`config.mk`:
```
export PLATFORM = sky130hd
export DESIGN_NAME = fsk_frame_modulator
export DESIGN_NICKNAME = d
export VERILOG_FILES = /design/src/rtl/fsk_frame_modulator.sv
export SDC_FILE = /design/constraint.sdc
export NUM_CORES = 1
export LEC_CHECK = 0
export CAP_MARGIN = 25
export CORE_MARGIN = 5
export CORE_UTILIZATION = 54
export CTS_BUF_LIST = sky130_fd_sc_hd__clkbuf_8
export DETAILED_ROUTE_END_ITERATION = 12
export PLACE_DENSITY = 0.8
export SLEW_MARGIN = 0
export SYNTH_ARGS = -nofsm -noshare
export SYNTH_HDL_FRONTEND = slang
export SYNTH_SLANG_ARGS = --single-unit
```
`constraint.sdc`:
```
create_clock -name clk -period 11.47 [get_ports clk]
set_input_delay 2.294 -clock clk [delete_from_list [all_inputs] [get_ports clk]]
set_output_delay 2.294 -clock clk [all_outputs]
set_load 0.02 [all_outputs]
```
`src/rtl/fsk_frame_modulator.sv`:
```
// M-ary FSK frame generator: start symbol, LSB-first data symbols, stop symbols, optional gap.
// Drives one registered tone frequency word per cycle to the downstream DDS.
module fsk_frame_modulator #(
    parameter int DATA_W    = 32,
    parameter int TONE_BITS = 1,
    parameter int FREQ_W    = 32,
    parameter int CNT_W     = 32,
    parameter int STOP_SYMS = 1
) (
    input  logic                               clk,
    input  logic                               rst_n,
    input  logic [CNT_W-1:0]                   symbol_dur,
    input  logic [CNT_W-1:0]                   gap_syms,
    input  logic [FREQ_W*(2**TONE_BITS)-1:0]   tone_frq,
    input  logic [DATA_W-1:0]                  s_data,
    input  logic                               s_valid,
    output logic                               s_ready,
    output logic [FREQ_W-1:0]                  out_val,
    output logic                               busy,
    output logic                               sym_strobe,
    output logic                               frame_done
);
    localparam int M       = 2**TONE_BITS;
    localparam int NSYM    = DATA_W / TONE_BITS;
    localparam int SYM_MAX = (NSYM > STOP_SYMS) ? NSYM : STOP_SYMS;
    localparam int SYM_W   = (SYM_MAX > 1) ? $clog2(SYM_MAX) : 1;

    typedef enum logic [2:0] {S_IDLE, S_START, S_DATA, S_STOP, S_GAP} state_t;

    state_t              state, nxt_state;
    logic [CNT_W-1:0]    tick, nxt_tick;
    logic [CNT_W-1:0]    gap_cnt, nxt_gap;
    logic [SYM_W-1:0]    sym_cnt, nxt_sym;
    logic [CNT_W-1:0]    dur_q, gap_q;
    logic [DATA_W-1:0]   data_q;
    logic                xfer, tick_wrap;
    logic [TONE_BITS-1:0] tone_idx;
    logic [FREQ_W-1:0]   nxt_out;
    logic                nxt_stb, nxt_done;

    assign s_ready   = (state == S_IDLE);
    assign busy      = ~s_ready;
    assign xfer      = s_valid && s_ready;
    assign tick_wrap = (tick == dur_q - CNT_W'(1));

    always_ff @(posedge clk or negedge rst_n) begin
        if (!rst_n) begin
            state      <= S_IDLE;
            tick       <= '0;
            gap_cnt    <= '0;
            sym_cnt    <= '0;
            dur_q      <= '0;
            gap_q      <= '0;
            data_q     <= '0;
            out_val    <= '0;
            sym_strobe <= 1'b0;
            frame_done <= 1'b0;
        end else begin
            state      <= nxt_state;
            tick       <= nxt_tick;
            gap_cnt    <= nxt_gap;
            sym_cnt    <= nxt_sym;
            out_val    <= nxt_out;
            sym_strobe <= nxt_stb;
            frame_done <= nxt_done;
            if (xfer) begin
                data_q <= s_data;
                dur_q  <= (symbol_dur == '0) ? CNT_W'(1) : symbol_dur;
                gap_q  <= gap_syms;
            end
        end
    end

    // Tick wraps at dur-1; only the wrap moves the symbol counter or the state.
    always_comb begin
        nxt_state = state;
        nxt_tick  = tick;
        nxt_sym   = sym_cnt;
        nxt_gap   = gap_cnt;
        if (state == S_IDLE) begin
            if (s_valid) begin
                nxt_state = S_START;
                nxt_tick  = '0;
                nxt_sym   = '0;
                nxt_gap   = '0;
            end
        end else if (!tick_wrap) begin
            nxt_tick = tick + CNT_W'(1);
        end else begin
            nxt_tick = '0;
            case (state)
                S_START: begin
                    nxt_state = S_DATA;
                    nxt_sym   = '0;
                end
                S_DATA: begin
                    if (sym_cnt == SYM_W'(NSYM-1)) begin
                        nxt_state = S_STOP;
                        nxt_sym   = '0;
                    end else begin
                        nxt_sym = sym_cnt + SYM_W'(1);
                    end
                end
                S_STOP: begin
                    if (sym_cnt == SYM_W'(STOP_SYMS-1)) begin
                        nxt_sym   = '0;
                        nxt_gap   = '0;
                        nxt_state = (gap_q == '0) ? S_IDLE : S_GAP;
                    end else begin
                        nxt_sym = sym_cnt + SYM_W'(1);
                    end
                end
                S_GAP: begin
                    // Gap counts whole symbols so gap_syms*dur is never formed.
                    if (gap_cnt == gap_q - CNT_W'(1)) nxt_state = S_IDLE;
                    else                              nxt_gap   = gap_cnt + CNT_W'(1);
                end
                default: nxt_state = S_IDLE;
            endcase
        end
    end

    // Outputs are computed from the next state so the register lines up with it.
    always_comb begin
        tone_idx = TONE_BITS'(M-1);
        case (nxt_state)
            S_START: tone_idx = '0;
            S_DATA:  tone_idx = data_q[int'(nxt_sym)*TONE_BITS +: TONE_BITS];
            default: tone_idx = TONE_BITS'(M-1);
        endcase
        nxt_out  = tone_frq[int'(tone_idx)*FREQ_W +: FREQ_W];
        nxt_stb  = (nxt_state == S_START || nxt_state == S_DATA || nxt_state == S_STOP)
                   && (nxt_tick == '0);
        nxt_done = (nxt_state == S_STOP) && (nxt_sym == SYM_W'(STOP_SYMS-1))
                   && (nxt_tick == dur_q - CNT_W'(1));
    end
endmodule

```
==> run_results.csv <==
group,metric,value,unit
sta,finalSetupViolCount,0,
synthesis,number_of_warnings_printed_during_yosys_synthesis,0,
worst_setup_path,regToRegEndpoint,"out_val[3]",
worst_setup_path,setup.worst_path.end_class,"register",
synthesis,synth_common_cells,"344 x sky130_fd_sc_hd__nand2_1, 202 x sky130_fd_sc_hd__dfrtp_1, 100 x sky130_fd_sc_hd__xnor2_1",
final_layout,antenna_cells_inserted,0,
route,detail_route.vias_per_cell,5.95,
sta,achievable-frequency,0.161,GHz
sta,slew_headroom,32.9,%
job,cap_viol_max_count,0,
worst_setup_path,timing.critical_path.slowest_stage_cell,"sky130_fd_sc_hd__nor3b_1",
route,ant_nets,0,
clocking,clkSinkCount,202,
global_route,grt_pass1_vias,11654,
synthesis,syn-mean-instance-area,8.45,um2
global_route,grt_resource_usage_total,28.1,%
sta,least_margin_pin_slew,1000,ps
global_route,globalRoute.totalOverflow,0,
worst_setup_path,path_class,"register to register",
synthesis,mappedNetlistNets,1678,
pwr,cell_internal_pwr,0.00144,W
global_route,grt_max_degree,104,
pwr,power.static_leakage,6.59,nW
sta,rsz_0062_raised_after_global_routing,"no",
sta,finalCriticalPeriod,6200,ps
clocking,tritoncts_clock_tree,"built",
floorplanning,fp.coreArea,23300,um2
pwr,netSwitchingPower,0.000689,W
place,place.port_buffers,198,
worst_setup_path,r2r_cells,18,
floorplanning,rows,56,
clocking,cts_repair_resize_count,0,
clocking,max-clock-path-buffers,3,
hold_path,hold_path_class,"register to register",
worst_setup_path,crit_path_start_kind,"register",
global_route,wire_length_of_the_first_global_routing_pass,61000,um
worst_setup_path,timing.critical_path.cells,"inv_1, ha_1, nor3b_1, nand4_1, nor4_1, mux2_2, nor4_1, and4_1, and3_1, o21ai_1, a21oi_1, inv_2, a211o_1, o21ai_1, a31oi_1, a211oi_4, buf_4, mux2_1",
worst_setup_path,path_depth,18,
pwr,seqPwrFrac,41.9,%
synthesis,yosys.cell_count.top_type,"sky130_fd_sc_hd__nand2_1",
route,vias,12005,
clocking,clock_root_buffer_master,"sky130_fd_sc_hd__clkbuf_8",
synthesis,dominantRegCellSynth,"sky130_fd_sc_hd__dfrtp_1",
synthesis,ys_async_sr_fraction,100,%
worst_setup_path,crit_path_max_incr_delay,640,ps
pwr,power_switching_share,32.4,%
synthesis,synth_largest_type_area_fraction,39.7,%
pwr,share_comb_of_total_power,23.0,%
final_layout,layout-area-overhead-vs-synth,23.5,%
synthesis,synth.largest_area_cell,"sky130_fd_sc_hd__dfrtp_1",
status,run_status,"completed",
clocking,postCtsSetupBuffers,0,
worst_setup_path,critical-path-top-delay-family,"simple AND/OR/NAND/NOR gates",
synthesis,count_of_cell_types_in_the_netlist,90,
sta,timing_max_transition_violations_final,0,
sta,final-hold-violation-count,0,
worst_setup_path,crit_required,11890,ps
sta,fin_crit_sh,54.1,%
floorplanning,die_height,164,um
synthesis,synth-seq-cells,202,
clocking,cts_hold_buffers,0,
worst_setup_path,critical_path_arrival,6620,ps
floorplanning,floorplan.initialDensity,54.6,%
final_layout,fin_cells,2017,
floorplanning,io_pins,199,
final_layout,design.final.nets,1838,
synthesis,number_of_flops_mapped_to_enable_cells_by_yosys,0,
route,wire_per_inst,18.6,um
final_layout,fraction_of_layout_cells_with_a_size_suffix_above_1,6.71,%
place,detailedPlacementHpwl,28000,um
pwr,worst_ir_drop_vdd,0.108,mV
clocking,tritoncts.num_buffers,38,
worst_setup_path,worst_setup_path_startpoint,"dur_q[0]",
pwr,p_per_area,135,nW/um2
route,postRouteWirelength,37600,um
route,detailedRoute.firstPassIterationCount,6,
route,remaining_drc_errors,0,
place,gp_congestion,1.00,
place,numPlacedInstances,1945,
floorplanning,design.die.area,26800,um2
worst_setup_path,destination_of_the_critical_timing_path,"out_val[3]",
worst_setup_path,crit_path_max_fanout,32,
worst_setup_path,critical_path.n_buffers_inverters,3,
synthesis,synth_sequential_area_ratio,39.7,%
worst_setup_path,worst_r2r_src,"dur_q[0]",
clocking,worstSkewPairLatency,550,ps
clocking,clk_pin_slew_worst_paths,60,ps
worst_setup_path,reg2reg_slack,5270,ps
sta,hold_slack,475,ps
sta,totalNegativeSetupSlack,0,ps
synthesis,post_syn_area,12700,um2
route,drt_iter0_markers,1420,
pwr,power.clock.fraction,35.2,%
floorplanning,die_x,164,um
final_layout,final.fill_count,1943,
synthesis,post_synth_main_area_contributors,"sky130_fd_sc_hd__dfrtp_1 40%, sky130_fd_sc_hd__nand2_1 10%, sky130_fd_sc_hd__xnor2_1 6.9%",
clocking,clock_tree.htree_level_count,2,
global_route,antenna_found_initial,0,
synthesis,netlist_instances,1508,
sta,fin_worst_skew,31.0,ps
## power by group through the flow
stage	clock network [W]	logic, W	registers, W
floorplan	0	0.000340	0.000842
global placement	0	0.000472	0.000894
detailed placement	0	0.000479	0.000896
CTS	0.000763	0.000482	0.000885
global route	0.000797	0.000532	0.000901
finish	0.000748	0.000488	0.000890
## through the flow
step                util, %  power, W  instance area [um2]  setup slack, ps
floorplan                 -   0.00118                12700             6610
global placement       63.6   0.00137                14800             5260
detailed placement     63.7   0.00137                14900             5160
CTS                    67.3   0.00213                15700             5320
global route           67.4   0.00223                15700             4850
finish                 67.4   0.00213                15700             5270
## layer usage
layer	wire length, um	track usage, %
met1	15700	37.9
met2	17700	46.2
met3	2970	4.39
met4	1220	9.65
met5	0	0
## registers in the layout, summed over array words and instances, names as in the netlist
| register | count |
|---|---|
| gap_q | 32 |
| sym_cnt | 5 |
| data_q | 32 |
| sym_strobe | 1 |
| tick | 32 |
| dur_q | 32 |
| state | 3 |
| out_val | 32 |
| frame_done | 1 |
| gap_cnt | 32 |
## kinds of logic (layout without fill, tap and decap cells)
| family | count (synthesis) | count (layout) | share of synthesized area [%] |
|---|---|---|---|
| AOI/OAI and AO/OA | 209 | 209 | 11.4 |
| and+or+nand+nor | 757 | 757 | 28.8 |
| adders and majority gates | 7 | 7 | 0.688 |
| muxes | 63 | 63 | 5.41 |
| buffers and inverters | 125 | 315 | 3.90 |
| DFF | 202 | 202 | 39.7 |
| xor gates and xnor gates | 145 | 145 | 10.1 |
## cell usage in the layout (no fill, tap or decap), drive strengths merged, types with 9 or more instances in the layout
cell type        n
inv             47
and2            12
clkdlybuf4s50  197
nor2b           11
mux2i           19
nand2          344
o21ai           56
nand2b           9
or2             12
o31ai           18
dfrtp          202
a31oi           14
clkbuf          49
nor2            97
nand3           51
mux2            44
nor3            37
nor4            61
and3            17
xor2            44
nand4           30
xnor2          100
or3             25
or4             21
buf             12
a21oi           33
## layout make-up
cell class	instances	area, um2	area share (%)
clock buffers	48	661	4.20
repair buffers	210	2120	13.5
inverters	35	131	0.835
multi-input cells	1181	7200	45.8
clock inverters	22	165	1.05
flip-flops and latches	202	5050	32.1
well taps	319	399	2.54
## worst reg2reg max path, delay by kind of cell (launching register included)
kind | cells | cell delay (ps)
simple gates | 6 | 2810
fa+ha+maj | 1 | 190
compound gates | 6 | 1250
mux | 2 | 790
buf+inv | 3 | 600
flops | 1 | 450
## worst min-delay path by stage
stage / startpoint / depth (start not counted) / end
5_1_grt: data_q[6] / 2 / data_q[6]
4_1_cts: data_q[24] / 2 / data_q[24]
3_3_place_gp: data_q[18] / 2 / data_q[18]
6_report: data_q[24] / 2 / data_q[24]
2_1_floorplan: data_q[28] / 2 / data_q[28]
3_5_place_dp: data_q[24] / 2 / data_q[24]
Power figures use the tool's default switching activity.
